$ cat src/rtl/bcd_pkg.sv
// Shared definitions for the digit-serial BCD adder.
//   state_t      : controller states (IDLE, RUN, DONE)
//   bcd_digit_t  : one packed BCD digit
//   BCD_MAX      : largest legal BCD digit value
//   BCD_ADJ      : decimal correction added when a digit sum exceeds BCD_MAX
//   digit_invalid: flags a 4-bit value that is not a legal BCD digit
package bcd_pkg;

  typedef enum logic [1:0] {
    IDLE = 2'd0,
    RUN  = 2'd1,
    DONE = 2'd2
  } state_t;

  typedef logic [3:0] bcd_digit_t;

  localparam bcd_digit_t BCD_MAX = 4'd9;
  localparam bcd_digit_t BCD_ADJ = 4'd6;

  function automatic logic digit_invalid(input bcd_digit_t d);
    return (d > BCD_MAX);
  endfunction

endpackage

$ cat src/rtl/bcd_digit_add.sv
// Single-digit BCD adder slice, purely combinational.
// Ports:
//   a, b : input digits (any 4-bit value is accepted, invalid ones included)
//   cin  : carry in
//   s    : corrected BCD sum digit
//   cout : decimal carry out
module bcd_digit_add
  import bcd_pkg::*;
(
  input  bcd_digit_t a,
  input  bcd_digit_t b,
  input  logic       cin,
  output bcd_digit_t s,
  output logic       cout
);

  logic [4:0] total_s;

  // Binary digit sum followed by decimal correction when it passes nine.
  always_comb begin
    total_s = {1'b0, a} + {1'b0, b} + {4'b0000, cin};
    if (total_s > {1'b0, BCD_MAX}) begin
      // Only the low nibble survives, so (t + 6)[3:0] == t[3:0] + 6 mod 16.
      s    = total_s[3:0] + BCD_ADJ;
      cout = 1'b1;
    end else begin
      s    = total_s[3:0];
      cout = 1'b0;
    end
  end

endmodule

$ cat src/rtl/bcd_serial_add_ctrl.sv
// Digit-serial BCD adder controller: adds two DIGITS-wide packed BCD operands
// through one shared bcd_digit_add slice, least-significant digit first,
// one digit per clock.
// Ports:
//   clk, rst  : clock and synchronous active-high reset
//   start     : request, honoured only in IDLE or DONE
//   a, b      : packed BCD operands (latched on acceptance)
//   carry_in  : initial carry into digit 0
//   busy      : high while digits are being processed
//   done      : one-cycle result-valid pulse
//   sum       : BCD result register
//   carry_out : carry out of the most-significant digit
//   err       : set if any operand digit exceeded nine during this operation
module bcd_serial_add_ctrl
  import bcd_pkg::*;
#(
  parameter int DIGITS = 4
) (
  input  logic                  clk,
  input  logic                  rst,
  input  logic                  start,
  input  logic [4*DIGITS-1:0]   a,
  input  logic [4*DIGITS-1:0]   b,
  input  logic                  carry_in,
  output logic                  busy,
  output logic                  done,
  output logic [4*DIGITS-1:0]   sum,
  output logic                  carry_out,
  output logic                  err
);

  // The digit index keeps at least one bit so the DIGITS=1 build stays legal.
  localparam int IDX_W = (DIGITS > 1) ? $clog2(DIGITS) : 1;
  localparam logic [IDX_W-1:0] IDX_LAST = IDX_W'(DIGITS - 1);

  state_t               state_r;
  state_t               state_nxt_s;
  logic [4*DIGITS-1:0]  a_r;
  logic [4*DIGITS-1:0]  b_r;
  logic [4*DIGITS-1:0]  sum_r;
  logic [IDX_W-1:0]     idx_r;
  logic                 carry_r;
  logic                 carry_out_r;
  logic                 err_r;
  logic                 busy_r;
  logic                 done_r;

  logic                 accept_s;
  logic                 last_s;
  bcd_digit_t           a_dig_s;
  bcd_digit_t           b_dig_s;
  bcd_digit_t           s_dig_s;
  logic                 cout_dig_s;

  // Select the operand digits currently being processed.
  always_comb begin
    a_dig_s = a_r[idx_r*4 +: 4];
    b_dig_s = b_r[idx_r*4 +: 4];
  end

  bcd_digit_add u_digit (
    .a    (a_dig_s),
    .b    (b_dig_s),
    .cin  (carry_r),
    .s    (s_dig_s),
    .cout (cout_dig_s)
  );

  // Next-state logic and start acceptance.
  always_comb begin
    state_nxt_s = state_r;
    accept_s    = 1'b0;
    last_s      = (idx_r == IDX_LAST);
    case (state_r)
      IDLE: begin
        if (start) begin
          state_nxt_s = RUN;
          accept_s    = 1'b1;
        end else begin
          state_nxt_s = IDLE;
        end
      end
      RUN: begin
        if (last_s) begin
          state_nxt_s = DONE;
        end else begin
          state_nxt_s = RUN;
        end
      end
      DONE: begin
        if (start) begin
          state_nxt_s = RUN;
          accept_s    = 1'b1;
        end else begin
          state_nxt_s = IDLE;
        end
      end
      default: begin
        state_nxt_s = IDLE;
      end
    endcase
  end

  // State register with registered busy/done decoded from the next state.
  always_ff @(posedge clk) begin
    if (rst) begin
      state_r <= IDLE;
      busy_r  <= 1'b0;
      done_r  <= 1'b0;
    end else begin
      state_r <= state_nxt_s;
      busy_r  <= (state_nxt_s == RUN);
      done_r  <= (state_nxt_s == DONE);
    end
  end

  // Operand capture and per-digit accumulation of sum, carry and error.
  always_ff @(posedge clk) begin
    if (rst) begin
      a_r         <= '0;
      b_r         <= '0;
      sum_r       <= '0;
      idx_r       <= '0;
      carry_r     <= 1'b0;
      carry_out_r <= 1'b0;
      err_r       <= 1'b0;
    end else if (accept_s) begin
      a_r         <= a;
      b_r         <= b;
      sum_r       <= '0;
      idx_r       <= '0;
      carry_r     <= carry_in;
      carry_out_r <= 1'b0;
      err_r       <= 1'b0;
    end else if (state_r == RUN) begin
      // The result digit is written even when an input digit is invalid.
      sum_r[idx_r*4 +: 4] <= s_dig_s;
      carry_r             <= cout_dig_s;
      err_r               <= err_r | digit_invalid(a_dig_s) | digit_invalid(b_dig_s);
      if (last_s) begin
        carry_out_r <= cout_dig_s;
      end else begin
        idx_r <= idx_r + IDX_W'(1);
      end
    end
  end

  assign busy      = busy_r;
  assign done      = done_r;
  assign sum       = sum_r;
  assign carry_out = carry_out_r;
  assign err       = err_r;

endmodule

$ cat config.mk
export PLATFORM = sky130hd
export DESIGN_NAME = bcd_serial_add_ctrl
export DESIGN_NICKNAME = d
export VERILOG_FILES = /design/src/rtl/bcd_pkg.sv /design/src/rtl/bcd_digit_add.sv /design/src/rtl/bcd_serial_add_ctrl.sv
export SDC_FILE = /design/constraint.sdc
export NUM_CORES = 1
export LEC_CHECK = 0
export BUFFER_PORTS_ARGS = -buffer_cell sky130_fd_sc_hd__buf_2
export CAP_MARGIN = 20
export CORE_AREA = 2 2 87 131
export CTS_BUF_LIST = sky130_fd_sc_hd__clkbuf_2
export CTS_CLUSTER_SIZE = 24
export DETAILED_ROUTE_END_ITERATION = 6
export DIE_AREA = 0 0 89 133
export GPL_ROUTABILITY_DRIVEN = 1
export GPL_TIMING_DRIVEN = 0
export PLACE_DENSITY = 0.49
export SLEW_MARGIN = 25
export SYNTH_ARGS = -nofsm -noshare
export SYNTH_HDL_FRONTEND = slang
export SYNTH_SLANG_ARGS = --single-unit
$ cat constraint.sdc
create_clock -name clk -period 3.81 [get_ports clk]
set_input_delay 0.381 -clock clk [delete_from_list [all_inputs] [get_ports clk]]
set_output_delay 0.381 -clock clk [all_outputs]
set_load 0.1 [all_outputs]
# ---- Word level (Yosys, flattened, before mapping)
# Cells that the tools add are included.
dict set report word_totals {
  inputBits 36
  output_inout_bits 20
  ff_bits 57
  wordCells 46
}
dict set report classes {
  n_reduce_logical 6
  mux 10
  n_lt_le_gt_ge 3
  eq_ne 5
  shift 4
  n_bitwise 3
  addsub 5
}
# cell count
set ops {}
lappend ops {{$neg A4 Y34} 1}
lappend ops {{$shift A4 B34 Y16 const A} 1}
lappend ops {{$shiftx A4 B34 Y16} 1}
lappend ops {{$shiftx A16 B5 Y4} 2}
lappend ops {{$bwmux W16} 1}
lappend ops {{$gt A4 B4 Y1 const B} 2}
lappend ops {{$eq A2 B2 Y1 const B} 3}
lappend ops {{$mux W1} 6}
lappend ops {{$add A4 B4 Y5} 1}
lappend ops {{$add A5 B1 Y5} 1}
lappend ops {{$gt A5 B4 Y1 const B} 1}
lappend ops {{$add A4 B3 Y4 const B} 1}
lappend ops {{$eq A2 B1 Y1 const B} 2}
lappend ops {{$mux W4} 1}
lappend ops {{$pmux W2 S2} 1}
lappend ops {{$reduce_and A2 Y1} 2}
lappend ops {{$reduce_or A2 Y1} 2}
lappend ops {{$add A2 B1 Y2 const B} 1}
lappend ops {{$logic_not A2 Y1} 1}
lappend ops {{$mux W2} 1}
lappend ops {{$or A1 B1 Y1} 2}
lappend ops {{$reduce_bool A2 Y1} 1}
lappend ops {{$not A1 Y1} 1}

# ---- Longest topological paths before layout
# Gate-level depths: netlist of the first run.
dict set report logic_depth {
  word_depth 7
  mapped_depth 13
  mapped_depth_nobuf 10
}

# ---- By module
# Synthesis of the first run repeated with hierarchy kept, for this count alone.
dict set report hier_totals {
  hier_cells 294
  hier_area_um2 2585.0
}
# mod area_each_um2 seq_area_each_um2 n_inst cells_each
set by_module_without_submodules {}
lappend by_module_without_submodules {bcd_serial_add_ctrl 2373.5 1141.1 1 272}
lappend by_module_without_submodules {bcd_digit_add 211.5 0.0 1 22}

# ---- Worst setup path after synthesis of the first run
# No wires, ideal clock.
dict set report synth_path {
  path_kind {register -> register}
  start {register idx_r[0]}
  end {register sum_r[10], in the netlist sum[10]}
  path_stages_with_launch 14
  synth_period_minus_slack_ns 3.689
  path_buffers 3
  t_arrival_ns 3.626
  setup_slack_ns 0.121
  path_cell_list {dfxtp_1 buf_2 buf_2 mux4_2 fa_1 fa_1 xnor2_1 ha_1 nor2b_1 a31o_1 buf_2 o31ai_4 mux2i_1 a32o_1}
}
dict set report synth_via {
  elab_chain_cells 7
  elab_cells_between_ends 11
}
# element line_no
set synth_lines {}
lappend synth_lines {{start, declared} bcd_serial_add_ctrl.sv:41} ;# logic [IDX_W-1:0] idx_r;
lappend synth_lines {{start signal, assigned} bcd_serial_add_ctrl.sv:143} ;# idx_r <= idx_r + IDX_W'(1);
lappend synth_lines {{$shiftx A16 B5 Y4, on equally long branches} {bcd_serial_add_ctrl.sv:57, bcd_serial_add_ctrl.sv:58}}
lappend synth_lines {{$add A4 B4 Y5} bcd_digit_add.sv:21} ;# total_s = {1'b0, a} + {1'b0, b} + {4'b0000, cin};
lappend synth_lines {{$add A5 B1 Y5} bcd_digit_add.sv:21}
lappend synth_lines {{$add A4 B3 Y4 or $gt A5 B4 Y1 (tied branches)} {bcd_digit_add.sv:24, bcd_digit_add.sv:22}}
lappend synth_lines {{$mux W4} bcd_digit_add.sv:22} ;# if (total_s > {1'b0, BCD_MAX}) begin
lappend synth_lines {{$shiftx A4 B34 Y16} bcd_serial_add_ctrl.sv:137} ;# sum_r[idx_r*4 +: 4] <= s_dig_s;
lappend synth_lines {{$bwmux W16 *} bcd_serial_add_ctrl.sv:137}
lappend synth_lines {{end signal, assigned by index} bcd_serial_add_ctrl.sv:137}
lappend synth_lines {{end, declared} bcd_serial_add_ctrl.sv:40} ;# logic [4*DIGITS-1:0] sum_r;
# Mark *: on every way between the ends. The rest lies on a longest branch, timed or not.
# A chain may end at the register's enable or synchronous reset.

# ---- Final worst setup path of the first run
dict set report layout_path {
  start {register idx_r[0]}
  end {register sum_r[6], in the netlist sum[6]}
}
# Same word-level chain as after synthesis.

==> results of run 1 <==
==> metal layers <==
metal	wire length, um	vias up	track usage (%)	share of wire [%]
met2	4018	61	23.63	54
met4	189	0	5.556	2.5
met3	374	15	4.117	5.0
li1	-	1212	-	-
met1	2878	1112	14.21	39
met5	0	-	0	0
==> flip-flops by register name (all words and copies together), names as in the netlist <==
name / flops
carry_r: 1
sum: 16
err: 1
carry_out: 1
state_r: 2
busy: 1
b_r: 16
a_r: 16
idx_r: 2
done: 1
==> path summary, 6_finish.rpt <==
| kind | endpoint |
|---|---|
| hold / removal | a_r[14]$_SDFFE_PP0P_ |
| setup reg to reg | sum[6]$_SDFFE_PP0P_ |
| setup / recovery | sum[6]$_SDFFE_PP0P_ |
| hold reg to reg | a_r[8]$_SDFFE_PP0P_ |
==> worst max-delay path, delay by kind of cell (launching register included) <==
family | cells | cell delay, ns
simple gates | 1 | 0.13
buf+inv | 3 | 0.36
fa+ha+maj | 3 | 1.13
compound gates | 3 | 0.69
flops | 1 | 0.36
mux | 2 | 0.89
==> metrics by stage <==
stage	setup TNS, ns	power, mW	instance area (sq um)	hold WS (ns)	setup WS (ns)
after floorplan	0	0.8335	2643	0.4331	0.1205
after global placement	-4.144	0.9116	3102	0.4397	-0.5360
after detailed placement	-5.082	0.9176	3102	0.4469	-0.6237
after CTS	0	1.318	3264	0.04682	0.02871
after global routing	0	1.370	3278	0.05426	0.03138
final	0	1.304	3278	0.09045	0.1871
==> cells by family after synthesis <==
logic type	share of synthesized area, %
AO/OA/AOI/OAI	17.42
XOR/XNOR	0.6630
adder cells (fa/ha/maj)	5.777
buffers and inverters	3.977
flip-flops	43.18
multiplexers	7.576
AND/OR/NAND/NOR	21.40
==> power by group through the flow <==
| stage | Clock, mW | Combinational (mW) | Sequential, mW |
|---|---|---|---|
| after CTS | 0.392 | 0.289 | 0.636 |
| after floorplan | 0 | 0.169 | 0.665 |
| final | 0.376 | 0.293 | 0.636 |
| after detailed placement | 0 | 0.268 | 0.649 |
| after global routing | 0.409 | 0.322 | 0.639 |
| after global placement | 0 | 0.263 | 0.648 |
==> area by class of cell <==
cell class	count	share of cell area, %
clock inverter	4	1.336
sequential	57	34.85
inverter	4	0.4580
clock buffer	12	1.832
antenna	1	0.07634
tap	147	5.611
timing repair buffer	57	8.855
buffer	20	3.282
multi-input combinational	222	43.70
==> cell usage after synthesis (2+ instances only) <==
| master | n |
|---|---|
| o21ai_0 | 2 |
| nand3_1 | 9 |
| nand2b_1 | 3 |
| mux2i_1 | 2 |
| buf_2 | 3 |
| nand2_1 | 73 |
| a31oi_1 | 3 |
| nor3_1 | 2 |
| a21o_1 | 3 |
| fa_1 | 2 |
| a32o_1 | 4 |
| and4_1 | 3 |
| nor2_1 | 25 |
| xnor2_1 | 2 |
| o31ai_1 | 4 |
| mux4_2 | 8 |
| and3_1 | 2 |
| a21oi_1 | 39 |
| nor2b_1 | 3 |
| a32oi_1 | 4 |
| o2111ai_1 | 2 |
| a22oi_1 | 4 |
| dfxtp_1 | 57 |
| ha_1 | 9 |
| a311oi_1 | 2 |
| or4_1 | 2 |
| clkbuf_1 | 16 |
| inv_1 | 4 |
==> what timing repair did <==
item | CTS | global route
resized for setup | 15 | 2
pin swaps | 1 | 2
setup buffers | 2 | 0
endpoints found under the setup margin | 14 | 7
hold endpoints to repair | 0 | 0
cloned | 0 | 0
==> metrics.cfg, run 1 <==
[critical_path]
critPathArrivalTime_ns = 4.08
path_class = register to register
rr_startpoint = idx_r[0]$_SDFFE_PP0P_
worst_path_max_delay_cell = fa_2
worstPathMaxFanout = 10
crit_path_max_incr_delay_ns = 0.55
crit_start = idx_r[0]$_SDFFE_PP0P_
crit_chain = buf_6 > buf_12 > mux4_2 > fa_2 > fa_2 > inv_2 > ha_2 > nor2b_1 > a31o_4 > o31ai_4 > mux2i_4 > a32o_1
rrSetupSlack_ns = 0.19
crit_top_cell = fa_2
crit_path_start_kind = register
crit_required_ns = 4.27
r2r_cells = 12
end_kind = register

[global_route]
grt_usage_pct = 13.34
grt_max_degree = 11
grt_pass1_vias = 2434
grt_first_pass_wirelength_um = 11680
overflow = 0
antenna_found_initial = 1

[logic_synthesis]
netlist_area_sq_um = 2643
syn-num-nets = 351
synth_edf_count = 0
ys_top_cells_by_area = dfxtp_1, nand2_1, a21oi_1
synth_largest_area_cell = dfxtp_1
synthCells = 304
synth.ff_latch_count = 57
syn_area_per_cell_sq_um = 8.693
synth_cell_types = 40
synth_top_area_share_pct = 43.18
ys.flop_type = dfxtp_1
async_reset_ff_share_pct = 0
yosysSeqAreaShare_pct = 43.18
yosysWarnings = 0

[floorplanning]
core_sq_um = 10820
die_x_um = 89
initial_core_util_pct = 24.42
ios = 56
die_y_um = 133
rows = 47
die-area_sq_um = 11840

[sta]
slew_viol_final = 0
fmax_mhz = 276.0
rsz0062_at_grt = false
hold_viol_final = 0
clock_skew_ns = 0.01584
worstMarginPinSlew_ns = 0.6448
relSlewSlack_pct = 56.43
fin_crit_ns = 3.623
fin_crit_sh_pct = 95.09
finalSetupViolCount = 0

[detailed_routing]
drc = 0
dr.pass1.iters = 4
routed_wl_um = 7460
vias = 2400
drt_iter0_markers = 83
final_antenna_net_count = 0
avgRoutedWirePerCell_um = 14.24
via_per_inst = 4.580

[cells_and_area]
area_growth_pct = 24.05
seq_area_sq_um = 1142
nets = 418
num-fill-cells = 1207
final_common_cell = nand2_1
drive_gt1_share_pct = 25.53
final_cell_mix = nand2_1, dfxtp_1, buf_2
fin_util_pct = 30.30
fin_cells = 524
multiInputGateArea_sq_um = 1433

[place]
dp.final_hpwl_um = 5806
place_congestion = 0.8219
placed_cells = 506
io_buffers = 55

[power_and_ir_drop]
p_switching_uw = 414.6
pwr-share-seq_pct = 48.7
power_density_nw_per_um2 = 397.8
swShare_pct = 31.79
clkPwrFrac_pct = 28.8
ir_drop_v = 0.0001170
p_int_uw = 889.5
pwr-share-comb_pct = 22.5
leakage_nw = 1.309

[status]
status = finished clean

[cts]
clkTransAtPathRegs_ns = 0.16
postCtsHoldBufs = 0
htreeDepth = 3
cts-root-buf = clkbuf_2
cts.path.max_buffers = 2
cts_tree = yes
clock_latency_ns = 0.51
clkSinkCount = 57
cts_made_buffers = 9

[run]
maxCapViolCount = 0

[hold_path]
hold_start = a[14]
hold_path.class = primary input to register
hold-path-cell-count = 3

No activity file was read; power rests on OpenSTA's default activity.
==> inputs of run 2 (changes only) <==
--- a/config.mk
+++ b/config.mk
@@ -5,10 +5,9 @@
 export SDC_FILE = /design/constraint.sdc
 export NUM_CORES = 1
 export LEC_CHECK = 0
-export BUFFER_PORTS_ARGS = -buffer_cell sky130_fd_sc_hd__buf_2
+export BUFFER_PORTS_ARGS = -buffer_cell sky130_fd_sc_hd__buf_4
 export CAP_MARGIN = 20
 export CORE_AREA = 2 2 87 131
-export CTS_BUF_LIST = sky130_fd_sc_hd__clkbuf_2
 export CTS_CLUSTER_SIZE = 24
 export DETAILED_ROUTE_END_ITERATION = 6
 export DIE_AREA = 0 0 89 133
==> constraint.sdc (replaced) <==
create_clock -name clk -period 3.2 [get_ports clk]
set_input_delay 0.32 -clock clk [delete_from_list [all_inputs] [get_ports clk]]
set_output_delay 0.32 -clock clk [all_outputs]
set_load 0.1 [all_outputs]
==> run 2 against run 1 <==
Effect of this change: the run now ends with negative setup slack left; wire length grew 1.5%; critical path depth shrank 1; flip-flop and latch count is the same; fmax grew 6.6%; via count grew 2.3%; clock skew shrank 0.0065 ns; largest cell class unchanged.
==> metrics.cfg, run 2 (synthesis gave the netlist of run 1 again) <==
[sta]
relSlewSlack_pct = 57.60
hold_viol_final = 0
finalSetupViolCount = 14
fmax_mhz = 294.2
fin_ws_ns = -0.1988
slew_viol_final = 0
worstMarginPinSlew_ns = 0.6274
fin_tns_setup_ns = -1.643
fin_crit_sh_pct = 106.2
clock_skew_ns = 0.009300
fin_crit_ns = 3.399
rsz0062_at_grt = true

[global_route]
grt_pass1_vias = 2380
grt_first_pass_wirelength_um = 11920
grt_max_degree = 11
overflow = 0
antenna_found_initial = 0
grt_usage_pct = 13.57

[place]
pre_cts_slack_ns = -0.7744
io_buffers = 55
dp.final_hpwl_um = 5702
place_congestion = 0.7971

[cells_and_area]
final_cell_mix = nand2_1, buf_4, dfxtp_1
fin_util_pct = 34.91
drive_gt1_share_pct = 29.97
multiInputGateArea_sq_um = 1510
area_growth_pct = 42.94
num-fill-cells = 1187
seq_area_sq_um = 1145
final_common_cell = nand2_1
antenna_cells = 0
nets = 430

[critical_path]
path_class = register to register
end_kind = register
crit_required_ns = 3.47
critPathArrivalTime_ns = 3.67
rr_startpoint = idx_r[0]$_SDFFE_PP0P_
crit_path_start_kind = register
worstPathMaxFanout = 5
r2r_cells = 11
rrSetupSlack_ns = -0.20
regToRegEndpoint = sum[10]$_SDFFE_PP0P_

[floorplanning]
die-area_sq_um = 11840
rows = 47
initial_core_util_pct = 24.42
die_x_um = 89
ios = 56
core_sq_um = 10820
die_y_um = 133

[run]
maxCapViolCount = 0

[detailed_routing]
avgRoutedWirePerCell_um = 14.18
drc = 0
vias = 2456
via_per_inst = 4.599
routed_wl_um = 7570
final_antenna_net_count = 0
dr.pass1.iters = 6
drt_iter0_markers = 113

[status]
status = complete, but fails checks
violations = negative setup slack

[power_and_ir_drop]
ir_drop_v = 0.0002534
power_mw = 2.148
leakage_nw = 1.489
power_density_nw_per_um2 = 568.6

[hold_path]
hold-path-cell-count = 3
hold_end = b_r[13]$_SDFFE_PP0P_
hold_path.class = primary input to register
hold_start = b[13]

[cts]
htreeDepth = 3
cts_made_buffers = 9
clock_latency_ns = 0.33
postCtsHoldBufs = 0
cts_tree = yes
cts-root-buf = clkbuf_16
clkTransAtPathRegs_ns = 0.05
cts.path.max_buffers = 2
clkSinkCount = 57

## run 2: cell count changes in the layout (fill, tap and decap cells not counted), sizes merged
cell    change
buf        +12
clkinv      -1
diode       -1
## run 2: layout make-up
| class | count | share of cell area [%] |
|---|---|---|
| clock inverter | 3 | 1.060 |
| sequential | 57 | 30.31 |
| multi-input combinational | 222 | 39.98 |
| clock buffer | 12 | 6.790 |
| inverter | 4 | 0.4637 |
| tap | 147 | 4.869 |
| buffer | 19 | 2.617 |
| timing repair buffer | 70 | 13.91 |
## run 2: how the worst max path moves through the flow
stage                          start                   end  depth (start not counted)
4_1_cts        idx_r[0]$_SDFFE_PP0P_   sum[6]$_SDFFE_PP0P_                         13
6_report       idx_r[0]$_SDFFE_PP0P_  sum[10]$_SDFFE_PP0P_                         11
5_1_grt        idx_r[0]$_SDFFE_PP0P_  sum[10]$_SDFFE_PP0P_                         11
3_5_place_dp   idx_r[1]$_SDFFE_PP0P_   sum[6]$_SDFFE_PP0P_                         12
3_3_place_gp   idx_r[1]$_SDFFE_PP0P_   sum[2]$_SDFFE_PP0P_                         12
2_1_floorplan  idx_r[0]$_SDFFE_PP0P_  sum[10]$_SDFFE_PP0P_                         13
## run 2: power breakdown
part / total, mW / internal, mW / switching, mW
combinational: 0.436 / 0.198 / 0.238
clock: 0.953 / 0.637 / 0.317
sequential: 0.758 / 0.742 / 0.0161
## run 2: worst max-delay path, cell delays in order, from the launching register on
cell and delay, ns:
dfxtp_4 0.36, buf_12 0.11, mux4_2 0.52, fa_2 0.40, fa_2 0.59, inv_4 0.05, ha_4 0.15, nor2b_4 0.12
a31o_4 0.23, o31ai_4 0.30, mux2i_4 0.36, a32o_1 0.17
## run 2: per-layer routing
metal  global-route usage (%)  wire [um]  up-vias  share of wire [%]
met5                        0          0        -                  0
met1                    14.66       2920     1148                 39
met2                    24.34       4172       64                 55
li1                         -          -     1232                  -
met3                    3.493        315       12                4.2
met4                    5.556        161        0                2.1
## run 2: what timing repair did
action,CTS,global route
endpoints found under the setup margin,14,14
pin swaps,8,7
buffers inserted,10,5
endpoints found under the hold margin,0,0
gates resized for setup,10,8
## run 2: through the flow
stage,instance area (sq um),hold slack (ns),instances
global route,3777,0.2452,534
finish,3777,0.2459,534
floorplan,2691,0.4331,304
detailed placement,3288,0.4465,506
CTS,3720,0.2319,531
global placement,3288,0.4405,506
==> inputs of run 3 (changes only) <==
--- a/config.mk
+++ b/config.mk
@@ -7,13 +7,13 @@
 export LEC_CHECK = 0
 export BUFFER_PORTS_ARGS = -buffer_cell sky130_fd_sc_hd__buf_4
 export CAP_MARGIN = 20
-export CORE_AREA = 2 2 87 131
+export CORE_AREA = 2 2 63 95
 export CTS_CLUSTER_SIZE = 24
 export DETAILED_ROUTE_END_ITERATION = 6
-export DIE_AREA = 0 0 89 133
+export DIE_AREA = 0 0 65 97
 export GPL_ROUTABILITY_DRIVEN = 1
 export GPL_TIMING_DRIVEN = 0
-export PLACE_DENSITY = 0.49
+export PLACE_DENSITY = 0.8
 export SLEW_MARGIN = 25
 export SYNTH_ARGS = -nofsm -noshare
 export SYNTH_HDL_FRONTEND = slang
==> run 3 against run 2 <==
Effect of this change: the flow still finishes with violations (negative setup slack); clock power decreased by 33%; final area down 5.4%; setup slack got worse by 0.13 ns; global-route usage grew 10 points; combinational power rose by 4%; total power fell by 14%; register-to-register slack worse by 0.13 ns; die area fell by 47%; largest power group is now registers.
==> metrics.cfg, run 3 (synthesis gave the netlist of run 1 again) <==
[critical_path]
crit_path_start_kind = register
r2r_cells = 12
end_kind = register
worstPathMaxFanout = 5
crit_required_ns = 3.49
critPathArrivalTime_ns = 3.82
path_class = register to register

[global_route]
grt_usage_pct = 23.89
grt_first_pass_wirelength_um = 11470
grt_pass1_vias = 2516
grt_max_degree = 11
overflow = 0
antenna_found_initial = 0

[sta]
finalSetupViolCount = 14
fmax_mhz = 283.4
worstMarginPinSlew_ns = 0.7035
fin_crit_ns = 3.529
fin_crit_sh_pct = 110.3
hold_viol_final = 0
rsz0062_at_grt = true
fin_tns_setup_ns = -2.935
clock_skew_ns = 0.006413
relSlewSlack_pct = 52.46
slew_viol_final = 0
fin_ws_ns = -0.3289

[power_and_ir_drop]
power_density_nw_per_um2 = 517.2
power_mw = 1.849
leakage_nw = 1.429
ir_drop_v = 0.0003818

[status]
status = complete, but fails checks
violations = negative setup slack

[floorplanning]
core_sq_um = 5409
initial_core_util_pct = 48.85
die-area_sq_um = 6305
die_x_um = 65
die_y_um = 97
rows = 33
ios = 56

[cells_and_area]
antenna_cells = 0
final_cell_mix = nand2_1, buf_4, dfxtp_1
nets = 428
drive_gt1_share_pct = 29.87
area_growth_pct = 35.27
final_common_cell = nand2_1
num-fill-cells = 469
final_cell_area_sq_um = 3575
fin_cells = 455

[hold_path]
hold_path.class = primary input to register
hold-path-cell-count = 3

[cts]
clock_latency_ns = 0.35
clkSinkCount = 57
clkTransAtPathRegs_ns = 0.06
cts_made_buffers = 9
cts-root-buf = clkbuf_8
cts.path.max_buffers = 2
htreeDepth = 3
cts_tree = yes

[detailed_routing]
vias = 2512
avgRoutedWirePerCell_um = 15.69
dr.pass1.iters = 4
drt_iter0_markers = 203
routed_wl_um = 7137
drc = 0
final_antenna_net_count = 0
via_per_inst = 5.521

[place]
io_buffers = 55
placed_cells = 429
pre_cts_slack_ns = -0.6746
place_area_sq_um = 3192
place_congestion = 0.9389
dp.final_hpwl_um = 4871

[run]
maxCapViolCount = 0

==> run 3: final cells by class <==
| cell class | count | area [sq um] | share of cell area, % |
|---|---|---|---|
| multi-input combinational | 222 | 1519 | 42.49 |
| timing repair buffer | 67 | 519.2 | 14.53 |
| sequential | 57 | 1145 | 32.03 |
| clock inverter | 4 | 45.04 | 1.260 |
| buffer | 20 | 110.1 | 3.080 |
| inverter | 4 | 17.52 | 0.4900 |
| tap | 70 | 87.58 | 2.450 |
| clock buffer | 11 | 131.4 | 3.675 |
==> run 3: through the flow <==
stage / hold slack (ns) / utilization [%]
floorplan: 0.4331 / -
global route: 0.2182 / 66.09
detailed placement: 0.4470 / 59.01
finish: 0.2149 / 66.09
global placement: 0.4391 / 59.01
CTS: 0.2180 / 65.07
==> run 3: metal layers <==
| metal | vias up | global-route usage (%) | routed length (um) |
|---|---|---|---|
| met1 | 1175 | 23.69 | 2620 |
| li1 | 1225 | - | - |
| met3 | 25 | 5.581 | 347 |
| met4 | 0 | 15.22 | 273 |
| met2 | 87 | 42.90 | 3896 |
| met5 | - | 0 | 0 |
==> run 3: critical path: stages, from the launching register on <==
cell	delay, ns
dfxtp_4	0.37
buf_12	0.11
mux4_2	0.52
fa_2	0.40
fa_2	0.59
inv_4	0.05
ha_4	0.15
nor2b_4	0.11
a31o_1	0.19
buf_6	0.14
o31ai_4	0.30
mux2i_4	0.37
a32o_1	0.16
==> run 3: power by group <==
part	internal [mW]	leakage [nW]	switching, mW	total (mW)
clock network	0.351	0.0929	0.285	0.636
logic	0.207	0.871	0.248	0.455
registers	0.741	0.466	0.0168	0.758
total	1.30	1.43	0.550	1.85
==> run 3: worst paths after layout <==
kind	start	slack (ns)	endpoint
worst min-delay path	a[2]	0.21	a_r[2]$_SDFFE_PP0P_
worst max register to register	idx_r[0]$_SDFFE_PP0P_	-0.33	sum[14]$_SDFFE_PP0P_
worst max-delay path	idx_r[0]$_SDFFE_PP0P_	-0.33	sum[14]$_SDFFE_PP0P_
worst min register to register	b_r[4]$_SDFFE_PP0P_	0.45	b_r[4]$_SDFFE_PP0P_
==> run 3: timing repair <==
item / 4_1_cts / 5_1_grt
hold buffers: 0 / 0
pin swaps: 6 / 8
setup buffers: 9 / 3
hold endpoints to repair: 0 / 0
resized for setup: 12 / 12
endpoints found under the setup margin: 14 / 14
